$ cat src/rtl/spi_slave_if.sv
`default_nettype none
// ============================================================================
// Module      : spi_slave_if
// Description : Parallel-side bundle of the SPI responder: RX stream out of
//               the FIFO, TX reply stream into the holding buffer, status
//               flags and the flag-clear strobe.
//               slave  modport - seen by spi_slave
//               master modport - seen by the loader logic driving it
// Revision    : 1.0 - initial release
// ============================================================================
interface spi_slave_if #(
    parameter int BIT     = 8,
    parameter int FIFO_AW = 2
);
    logic [BIT-1:0]   rx_data;
    logic             rx_valid;
    logic             rx_ready;
    logic [FIFO_AW:0] rx_count;
    logic [BIT-1:0]   tx_data;
    logic             tx_valid;
    logic             tx_ready;
    logic             busy;
    logic             overrun;
    logic             underrun;
    logic             err_clr;

    modport slave (
        output rx_data, rx_valid, rx_count, tx_ready, busy, overrun, underrun,
        input  rx_ready, tx_data, tx_valid, err_clr
    );

    modport master (
        input  rx_data, rx_valid, rx_count, tx_ready, busy, overrun, underrun,
        output rx_ready, tx_data, tx_valid, err_clr
    );
endinterface
`default_nettype wire

$ cat src/rtl/spi_slave.sv
`default_nettype none
// ============================================================================
// Module      : spi_slave
// Description : SPI mode-0 responder, MSB first. SPI pins are oversampled in
//               the clk domain. Received words go to a first-word fall-through
//               RX FIFO; reply words come from a one-entry TX holding buffer
//               (TX_IDLE is sent, and underrun flagged, when it is empty).
// Ports       : clk, rstn (sync, active low)
//               bus       - spi_slave_if.slave (rx/tx streams, status, err_clr)
//               SPI_CLK, SPI_CS, SPI_MOSI - asynchronous SPI inputs
//               SPI_MISO  - slave-out data
// Revision    : 1.0 - initial release
// ============================================================================
module spi_slave #(
    parameter int             BIT        = 8,
    parameter int             FIFO_DEPTH = 4,
    parameter int             FIFO_AW    = 2,
    parameter logic [BIT-1:0] TX_IDLE    = BIT'(8'hFF)
) (
    input  wire logic  clk,
    input  wire logic  rstn,
    spi_slave_if.slave bus,
    input  wire logic  SPI_CLK,
    input  wire logic  SPI_CS,
    input  wire logic  SPI_MOSI,
    output logic       SPI_MISO
);
    localparam int CNT_W = $clog2(BIT);
    localparam logic [0:0] S_IDLE   = 1'b0;
    localparam logic [0:0] S_ACTIVE = 1'b1;

    // Synchroniser chains: [0],[1] = 2-FF sync, [2] = previous value for edges.
    // The CS chain resets low so a frame already in progress at reset release
    // does not look like a fresh CS falling edge.
    logic [2:0] sclk_sync;
    logic [2:0] cs_sync;
    logic [1:0] mosi_sync;

    always_ff @(posedge clk) begin
        if (!rstn) begin
            sclk_sync <= '0;
            cs_sync   <= '0;
            mosi_sync <= '0;
        end else begin
            sclk_sync <= {sclk_sync[1:0], SPI_CLK};
            cs_sync   <= {cs_sync[1:0], SPI_CS};
            mosi_sync <= {mosi_sync[0], SPI_MOSI};
        end
    end

    logic sclk_rise, sclk_fall, cs_fall, cs_rise;
    assign sclk_rise = sclk_sync[1] & ~sclk_sync[2];
    assign sclk_fall = ~sclk_sync[1] & sclk_sync[2];
    assign cs_fall   = ~cs_sync[1] & cs_sync[2];
    assign cs_rise   = cs_sync[1] & ~cs_sync[2];

    logic [0:0]     state;
    logic [CNT_W-1:0] bit_cnt;
    logic [BIT-1:0] shift_in;
    logic [BIT-1:0] shift_out;
    logic           reload;
    logic           word_done;
    logic [BIT-1:0] word;

    logic [BIT-1:0] tx_buf;
    logic           tx_full;
    logic           overrun;
    logic           underrun;

    // Shift-out load: at frame start, or on the first SCLK fall after a word.
    // A CS rise in the same cycle ends the frame, so no load happens then.
    logic           load;
    logic [BIT-1:0] load_word;
    assign load = ~cs_rise &
                  (((state == S_IDLE) & cs_fall) |
                   ((state == S_ACTIVE) & sclk_fall & reload));
    assign load_word = tx_full ? tx_buf : TX_IDLE;

    always_ff @(posedge clk) begin
        if (!rstn) begin
            state     <= S_IDLE;
            bit_cnt   <= '0;
            shift_in  <= '0;
            shift_out <= '0;
            reload    <= 1'b0;
            word_done <= 1'b0;
            word      <= '0;
            SPI_MISO  <= 1'b0;
        end else begin
            word_done <= 1'b0;
            if (cs_rise) begin
                state    <= S_IDLE;
                bit_cnt  <= '0;
                reload   <= 1'b0;
                SPI_MISO <= 1'b0;
            end else if (state == S_IDLE) begin
                if (cs_fall) begin
                    state     <= S_ACTIVE;
                    bit_cnt   <= '0;
                    reload    <= 1'b0;
                    shift_out <= load_word;
                    SPI_MISO  <= load_word[BIT-1];
                end
            end else begin
                if (sclk_rise) begin
                    shift_in <= {shift_in[BIT-2:0], mosi_sync[1]};
                    if (bit_cnt == CNT_W'(BIT-1)) begin
                        // Word complete: hand it to the FIFO stage next clk
                        word_done <= 1'b1;
                        word      <= {shift_in[BIT-2:0], mosi_sync[1]};
                        bit_cnt   <= '0;
                        reload    <= 1'b1;
                    end else begin
                        bit_cnt <= bit_cnt + 1'b1;
                    end
                end
                if (sclk_fall) begin
                    if (reload) begin
                        shift_out <= load_word;
                        SPI_MISO  <= load_word[BIT-1];
                        reload    <= 1'b0;
                    end else begin
                        shift_out <= {shift_out[BIT-2:0], 1'b0};
                        SPI_MISO  <= shift_out[BIT-2];
                    end
                end
            end
        end
    end

    // RX FIFO (first-word fall-through)
    logic [BIT-1:0]   mem [FIFO_DEPTH];
    logic [FIFO_AW-1:0] wr_ptr, rd_ptr;
    logic [FIFO_AW:0] count;
    logic             full, pop, push;

    assign full = (count == (FIFO_AW+1)'(FIFO_DEPTH));
    assign pop  = (count != '0) & bus.rx_ready;
    // When full, a simultaneous pop frees the slot the push overwrites
    assign push = word_done & (~full | pop);

    always_ff @(posedge clk) begin
        if (push) begin
            mem[wr_ptr] <= word;
        end
    end

    always_ff @(posedge clk) begin
        if (!rstn) begin
            wr_ptr <= '0;
            rd_ptr <= '0;
            count  <= '0;
        end else begin
            if (push) begin
                wr_ptr <= wr_ptr + 1'b1;
            end
            if (pop) begin
                rd_ptr <= rd_ptr + 1'b1;
            end
            if (push & ~pop) begin
                count <= count + 1'b1;
            end else if (pop & ~push) begin
                count <= count - 1'b1;
            end
        end
    end

    // TX holding buffer and sticky flags (a set beats a same-cycle clear)
    always_ff @(posedge clk) begin
        if (!rstn) begin
            tx_buf   <= '0;
            tx_full  <= 1'b0;
            overrun  <= 1'b0;
            underrun <= 1'b0;
        end else begin
            if (bus.tx_valid & ~tx_full) begin
                tx_buf  <= bus.tx_data;
                tx_full <= 1'b1;
            end else if (load) begin
                tx_full <= 1'b0;
            end

            if (word_done & full & ~pop) begin
                overrun <= 1'b1;
            end else if (bus.err_clr) begin
                overrun <= 1'b0;
            end

            if (load & ~tx_full) begin
                underrun <= 1'b1;
            end else if (bus.err_clr) begin
                underrun <= 1'b0;
            end
        end
    end

    assign bus.rx_data  = mem[rd_ptr];
    assign bus.rx_valid = (count != '0);
    assign bus.rx_count = count;
    assign bus.tx_ready = ~tx_full;
    assign bus.busy     = (state == S_ACTIVE);
    assign bus.overrun  = overrun;
    assign bus.underrun = underrun;
endmodule
`default_nettype wire

$ cat src/flat_wrapper.sv
// flat-port wrapper written by rule: the top's interface ports become plain ports
module spi_slave_flat 
#(
    parameter int             BIT        = 8,
    parameter int             FIFO_DEPTH = 4,
    parameter int             FIFO_AW    = 2,
    parameter logic [BIT-1:0] TX_IDLE    = BIT'(8'hFF)
)
  (clk, rstn, SPI_CLK, SPI_CS, SPI_MOSI, SPI_MISO, bus_rx_data, bus_rx_valid, bus_rx_count, bus_tx_ready, bus_busy, bus_overrun, bus_underrun, bus_rx_ready, bus_tx_data, bus_tx_valid, bus_err_clr);
  spi_slave_if #(.BIT(BIT), .FIFO_AW(FIFO_AW)) bus_i ();
  input  wire logic clk;
  input  wire logic rstn;
  input  wire logic SPI_CLK;
  input  wire logic SPI_CS;
  input  wire logic SPI_MOSI;
  output logic SPI_MISO;
  output wire logic [$bits(bus_i.rx_data)-1:0] bus_rx_data;
  output wire logic [$bits(bus_i.rx_valid)-1:0] bus_rx_valid;
  output wire logic [$bits(bus_i.rx_count)-1:0] bus_rx_count;
  output wire logic [$bits(bus_i.tx_ready)-1:0] bus_tx_ready;
  output wire logic [$bits(bus_i.busy)-1:0] bus_busy;
  output wire logic [$bits(bus_i.overrun)-1:0] bus_overrun;
  output wire logic [$bits(bus_i.underrun)-1:0] bus_underrun;
  input wire logic [$bits(bus_i.rx_ready)-1:0] bus_rx_ready;
  input wire logic [$bits(bus_i.tx_data)-1:0] bus_tx_data;
  input wire logic [$bits(bus_i.tx_valid)-1:0] bus_tx_valid;
  input wire logic [$bits(bus_i.err_clr)-1:0] bus_err_clr;
  assign bus_rx_data = bus_i.rx_data;
  assign bus_rx_valid = bus_i.rx_valid;
  assign bus_rx_count = bus_i.rx_count;
  assign bus_tx_ready = bus_i.tx_ready;
  assign bus_busy = bus_i.busy;
  assign bus_overrun = bus_i.overrun;
  assign bus_underrun = bus_i.underrun;
  assign bus_i.rx_ready = bus_rx_ready;
  assign bus_i.tx_data = bus_tx_data;
  assign bus_i.tx_valid = bus_tx_valid;
  assign bus_i.err_clr = bus_err_clr;
  spi_slave #(.BIT(BIT), .FIFO_DEPTH(FIFO_DEPTH), .FIFO_AW(FIFO_AW), .TX_IDLE(TX_IDLE)) u_core (.clk(clk), .rstn(rstn), .bus(bus_i), .SPI_CLK(SPI_CLK), .SPI_CS(SPI_CS), .SPI_MOSI(SPI_MOSI), .SPI_MISO(SPI_MISO));
endmodule
$ cat config.mk
export PLATFORM = sky130hd
export DESIGN_NAME = spi_slave_flat
export DESIGN_NICKNAME = d
export VERILOG_FILES = /design/src/rtl/spi_slave_if.sv /design/src/rtl/spi_slave.sv /design/src/flat_wrapper.sv
export SDC_FILE = /design/constraint.sdc
export NUM_CORES = 1
export LEC_CHECK = 0
export ABC_AREA = 0
export CAP_MARGIN = 30
export CORE_MARGIN = 3
export CORE_UTILIZATION = 40
export DETAILED_ROUTE_END_ITERATION = 6
export PLACE_DENSITY_LB_ADDON = 0.08
export SYNTH_ARGS = -nofsm -noshare
export SYNTH_HDL_FRONTEND = slang
export SYNTH_SLANG_ARGS = --single-unit
$ cat constraint.sdc
create_clock -name clk -period 2.05 [get_ports clk]
set_input_delay 0.3075 -clock clk [delete_from_list [all_inputs] [get_ports clk]]
set_output_delay 0.3075 -clock clk [all_outputs]
set_load 0.02 [all_outputs]
==> results.yml, run 1 <==
floorplanning:
  die_area_um2: 10100
  die_w_um: 101
  die_y_um: 101
  initial_utilization: 0.424
  row_count: 33
  io_pins: 33
  fp.coreArea_um2: 8460
final_layout:
  diodes: 0
  fin_util: 0.510
  seq_area_um2: 2100
  final_nets: 366
  multiInputGateArea_um2: 1380
  drive_gt1_frac: 0.150
  fillCellCount: 759
  area_growth_pct: 20.2
timing:
  finClkSkew_ps: 14.2
  fmax_mhz: 505
  fin_ws_ps: 71.4
  drv_slew: 0
  setup_viol: 0
  setup_tns_ps: 0
  whs_ps: 442
  finalCriticalPeriod_ps: 1980
  final.period_utilization: 0.965
  tightestPinTransition_ps: 650
  hold_violations: 0
  rsz0062_at_grt: "yes"
  slew-limit-headroom: 0.567
logic_synthesis:
  synth_area_leaders: "dfxtp_1, edfxtp_1, mux4_2"
  ys_ff_latch: 89
  syn_area_um2: 3590
  synth_top_area_cell: "dfxtp_1"
  synth.most_common_cell: "dfxtp_1"
  netlist_instances: 298
  synthTopCellsByCount: "dfxtp_1, edfxtp_1, a21oi_1, mux2i_1, nor2_1"
  yosysUniqueCellTypes: 41
  yosys_warnings: 0
  async_flop_share: 0
  syn-num-nets: 322
  synth-edff-count: 32
  synth.top_cell.area_share: 0.318
  avgSynthCellArea_um2: 12.0
  yosysSeqAreaShare: 0.586
  dominantRegCellSynth: "dfxtp_1"
critical_path:
  crit_chain: "buf_12, mux4_2, dlygate4sd2_1"
  worst_setup_path_start_kind: "register"
  r2r-start: "u_core.bus.rx_count[1]$_SDFFE_PN0P_"
  r2r_end: "u_core.bus.rx_count[2]$_SDFFE_PN0P_"
  required_ps: 1740
  ff2ff_setup_slack_ps: 100
  critPathMaxFanout: 8
  cp_slowest_cell: "mux4_2"
  rr_worst_depth: 7
  worst_path_largest_cell_delay_ps: 480
  cp-end-kind: "output port"
  cp_data_arrival_time_ps: 1670
  worstSetupPathType: "register to output port"
routing:
  detail-route-antenna-nets: 0
  drtIter0Drc: 83
  wire_per_inst_um: 14.2
  wl_mm: 6.42
  viasPerCell: 5.18
  num_vias: 2340
  drt_pass1_iterations: 4
  drc_errors: 0
clock_tree:
  cts_sinks: 89
  cts_buffer_depth: 2
  clock_latency_ps: 360
  path_clk_slew_ps: 80
  cts_buffers: 9
  tritoncts: "built"
  clockRootBuffer: "clkbuf_8"
  holdBufCountCts: 0
  cts_htree_levels: 3
hold_path:
  min_from: "u_core.sclk_sync[0]$_SDFF_PN0_"
  hold_path.class: "register to register"
  worstHoldPathCells: 1
  hold_path_end: "u_core.sclk_sync[1]$_SDFF_PN0_"
global_routing:
  grt_pass1_wl_mm: 11.1
  grt.overflow.total: 0
  grt_usage: 0.139
  grt_start_max_net_pins: 27
  grt_pass1_vias: 2314
  antenna_found_initial: 0
pwr:
  power.total_uw: 3810
  leakagePower_uw: 0.00158
  p_per_area_nw_per_um2: 882
  vdd_ir_drop_max_uv: 442
job:
  maxCapViolCount: 0
place:
  io_buffers: 32
  place_ws_ps: -242
  place.gp.congestion: 0.684
  dp_hpwl_mm: 4.45
status:
  status: "finished clean"
[cell families (layout without fill, tap and decap cells)]
logic type	after synthesis	in the layout	synth area share
adders and majority gates	8	8	0.0300
buffers and inverters	28	77	0.0328
muxes	24	24	0.0949
AOI/OAI and AO/OA	56	56	0.105
xor gates and xnor gates	4	4	0.00977
and+or+nand+nor	89	89	0.142
DFF	89	89	0.586
[flip-flops by register name (all words and copies together) (netlist names), named ones only]
| signal | flops |
|---|---|
| u_core.tx_full | 1 |
| u_core.sclk_sync | 3 |
| u_core.wr_ptr | 2 |
| u_core.mem | 32 |
| u_core.bus.overrun | 1 |
| u_core.bus.busy | 1 |
| u_core.word_done | 1 |
| u_core.reload | 1 |
| u_core.bus.rx_count | 3 |
| u_core.SPI_MISO | 1 |
| u_core.mosi_sync | 2 |
| u_core.cs_sync | 3 |
| u_core.bit_cnt | 3 |
| u_core.bus.underrun | 1 |
| u_core.rd_ptr | 2 |
| u_core.shift_in | 7 |
| u_core.tx_buf | 8 |
| u_core.shift_out | 7 |
| u_core.word | 8 |
[how the worst max path moves through the flow]
stage / end / from / cells after the start
4_1_cts: bus_rx_data[0] / register / 3
5_1_grt: u_core.bus.rx_count[2]$_SDFFE_PN0P_ / u_core.bus.rx_count[1]$_SDFFE_PN0P_ / 7
2_1_floorplan: u_core.bus.rx_count[2]$_SDFFE_PN0P_ / u_core.bus.rx_count[0]$_SDFFE_PN0P_ / 8
3_5_place_dp: u_core.bus.rx_count[2]$_SDFFE_PN0P_ / bus_rx_ready / 9
3_3_place_gp: u_core.bus.rx_count[2]$_SDFFE_PN0P_ / bus_rx_ready / 9
6_report: bus_rx_data[4] / register / 3
[cell type report]
cell class,instances,share of cell area
repair buffers,53,0.113
inverters,8,0.00696
flip-flops and latches,89,0.488
well taps,105,0.0305
clock buffers,9,0.0287
multi-input cells,181,0.320
clock inverters,7,0.0125
[stage by stage]
stage / instance area [um^2] / cells
floorplan: 3590 / 298
global placement: 4120 / 435
detailed placement: 4120 / 435
CTS: 4290 / 451
global route: 4310 / 452
finish: 4310 / 452
[routing by layer]
metal | GRT usage | vias to the layer above | routed length [um]
met5 | 0 | - | 0
met4 | 0.0580 | 0 | 111
met3 | 0.0401 | 8 | 225
met2 | 0.219 | 44 | 3020
met1 | 0.179 | 1101 | 3060
li1 | - | 1187 | -
[report_power, final]
group / switching (uW) / internal (uW)
combinational: 355 / 414
clock: 626 / 448
sequential: 75.4 / 1890
[worst max-delay path, delay by kind of cell, from the launching register on]
kind | cells | cell delay, ps
mux | 1 | 480
buf+inv | 2 | 470
flops | 1 | 360
[cells in the final DEF (no fill, tap or decap), types with 2 or more instances in the layout]
cell type / synthesis / routed
o311ai_0: 6 / 6
edfxtp_1: 32 / 32
mux4_2: 8 / 8
clkdlybuf4s50_1: 0 / 23
xor2_1: 4 / 4
dlygate4sd2_1: 0 / 2
clkbuf_8: 0 / 9
o21ai_0: 3 / 3
nand4_1: 8 / 8
inv_1: 6 / 6
nand3_1: 13 / 13
clkinvlp_4: 0 / 2
nand2b_1: 2 / 2
nor2_1: 16 / 16
mux2i_1: 16 / 16
inv_6: 0 / 2
nand3b_1: 4 / 4
and3_1: 5 / 5
clkdlybuf4s15_1: 0 / 7
and2_1: 8 / 8
clkinv_4: 0 / 2
nand2_1: 11 / 11
o31ai_1: 9 / 8
dfxtp_1: 57 / 55
a21oi_1: 24 / 24
or3b_1: 7 / 7
o21ai_1: 7 / 7
and3b_1: 2 / 2
dfxtp_2: 0 / 2
inv_2: 2 / 2
or3_1: 3 / 3
ha_1: 7 / 6
buf_4: 0 / 20
nor2b_1: 6 / 6
[what timing repair did]
action,4_1_cts,5_1_grt
endpoints found under the setup margin,9,8
gates resized for setup,9,11
buffers inserted,0,1
pin swaps,0,1
Note: power is estimated with default switching activity, not from simulation.
==> inputs of run 2 (changes only) <==
--- a/config.mk
+++ b/config.mk
@@ -9,7 +9,9 @@
 export CAP_MARGIN = 30
 export CORE_MARGIN = 3
 export CORE_UTILIZATION = 40
+export CTS_CLUSTER_SIZE = 30
 export DETAILED_ROUTE_END_ITERATION = 6
+export MAX_ROUTING_LAYER = met4
 export PLACE_DENSITY_LB_ADDON = 0.08
 export SYNTH_ARGS = -nofsm -noshare
 export SYNTH_HDL_FRONTEND = slang
==> results.yml, run 2 (synthesized netlist as in run 1, its figures left out) <==
critical_path:
  worst_path_largest_cell_delay_ps: 480
  critPathMaxFanout: 8
  rr_worst_depth: 7
  cp_slowest_cell: "mux4_2"
  worst-path-buf-inv: 2
  cp_data_arrival_time_ps: 1670
  crit_chain: "buf_12, mux4_2, dlygate4sd2_1"
  r2r_end: "u_core.bus.rx_count[2]$_SDFFE_PN0P_"
  r2r-start: "u_core.bus.rx_count[1]$_SDFFE_PN0P_"
  required_ps: 1740
  ff2ff_setup_slack_ps: 100
  cp-end-kind: "output port"
  worst_setup_path_start_kind: "register"
  path_delay_family: "multiplexers"
  worstSetupPathType: "register to output port"
clock_tree:
  path_clk_slew_ps: 90
  cts_htree_levels: 3
  clockRootBuffer: "clkbuf_8"
  clock_latency_ps: 360
  cts_sinks: 89
  cts_buffer_depth: 2
  tritoncts: "built"
  cts_buffers: 9
  holdBufCountCts: 0
floorplanning:
  row_count: 33
  die_w_um: 101
  io_pins: 33
  die_y_um: 101
  fp.coreArea_um2: 8460
  initial_utilization: 0.424
  die_area_um2: 10100
pwr:
  power_frac_comb: 0.202
  swShare: 0.278
  leakagePower_uw: 0.00158
  p_seq_frac: 0.515
  power.total_uw: 3810
  p_switching_uw: 1060
  p_int_uw: 2750
  power_frac_clock: 0.282
  p_per_area_nw_per_um2: 882
  vdd_ir_drop_max_uv: 442
routing:
  drc_errors: 0
  viasPerCell: 5.18
  wl_mm: 6.41
  detail-route-antenna-nets: 0
  wire_per_inst_um: 14.2
  drtIter0Drc: 107
  drt_pass1_iterations: 4
  num_vias: 2340
place:
  place_ws_ps: -242
  dp_cells: 435
  dp_hpwl_mm: 4.45
  io_buffers: 32
  place.gp.congestion: 0.691
final_layout:
  area_growth_pct: 20.2
  top_register: "u_core.mem"
  reg.largest.list: "u_core.mem: 32 flops, u_core.tx_buf: 8 flops, u_core.word: 8 flops"
  drive_gt1_frac: 0.150
  final_nets: 366
  largest_reg_flops: 32
  diodes: 0
  mostFrequentLayoutCells: "dfxtp_1, edfxtp_1, a21oi_1"
  final-instance-count-excl-fill: 452
  final_common_cell: "dfxtp_1"
timing:
  finalCriticalPeriod_ps: 1980
  setup_viol: 0
  hold_violations: 0
  fmax_mhz: 504
  slew-limit-headroom: 0.557
  drv_slew: 0
  finClkSkew_ps: 13.6
  final.period_utilization: 0.967
  rsz0062_at_grt: "yes"
  fin_ws_ps: 67.7
  tightestPinTransition_ps: 664
global_routing:
  grt_pass1_vias: 2316
  grt_start_max_net_pins: 27
  antenna_found_initial: 0
  grt_pass1_wl_mm: 11.1
  grt_usage: 0.143
  grt.overflow.total: 0
hold_path:
  hold_path_end: "u_core.sclk_sync[1]$_SDFF_PN0_"
  min_from: "u_core.sclk_sync[0]$_SDFF_PN0_"
  worstHoldPathCells: 1
  hold_path.class: "register to register"
job:
  maxCapViolCount: 0
status:
  status: "finished clean"
==> run 2: cell counts in the layout (fill, tap and decap cells not counted) <==
Identical to the previous run, type by type.
==> run 2: through the flow <==
stage	instance area (um^2)	utilization	setup TNS (ps)	hold WS [ps]
2_1_floorplan	3590	-	0	412
3_3_place_gp	4120	0.487	-3670	415
3_5_place_dp	4120	0.487	-4230	421
4_1_cts	4290	0.506	0	445
5_1_grt	4310	0.510	-15.6	460
6_report	4310	0.510	0	442
==> run 2: cell type report <==
class,count,area [um^2]
inverters,8,30.0
clock buffers,9,124
clock inverters,7,53.8
fillers,759,4150
multi-input cells,181,1380
flip-flops and latches,89,2100
repair buffers,53,488
well taps,105,131
==> run 2: routing by layer <==
metal,part of all wire,global-route usage,vias to the layer above
li1,-,-,1185
met1,0.48,0.179,1105
met2,0.47,0.219,42
met3,0.036,0.0401,8
met4,0.016,0.0580,0
met5,0,-,-
==> run 2: worst max path at each step <==
stage	startpoint	end	slack, ps	cells past startpoint
floorplan	u_core.bus.rx_count[0]$_SDFFE_PN0P_	u_core.bus.rx_count[2]$_SDFFE_PN0P_	3	8
CTS	register	bus_rx_data[0]	20	3
finish	register	bus_rx_data[4]	70	3
global placement	bus_rx_ready	u_core.bus.rx_count[2]$_SDFFE_PN0P_	-210	9
global route	u_core.bus.rx_count[1]$_SDFFE_PN0P_	u_core.bus.rx_count[2]$_SDFFE_PN0P_	-20	7
detailed placement	bus_rx_ready	u_core.bus.rx_count[2]$_SDFFE_PN0P_	-240	9
==> run 2: repair_timing <==
action,in CTS,in global routing
cloned,0,0
pin swaps,0,1
gates resized for setup,9,11
setup buffers,0,1
setup endpoints to repair,9,8
==> run 2: power by group through the flow <==
stage	combinational [uW]	sequential, uW	clock [uW]
finish	769	1960	1070
global route	840	1980	1190
CTS	756	1960	1120
detailed placement	795	2000	0
global placement	792	2000	0
floorplan	419	2020	0
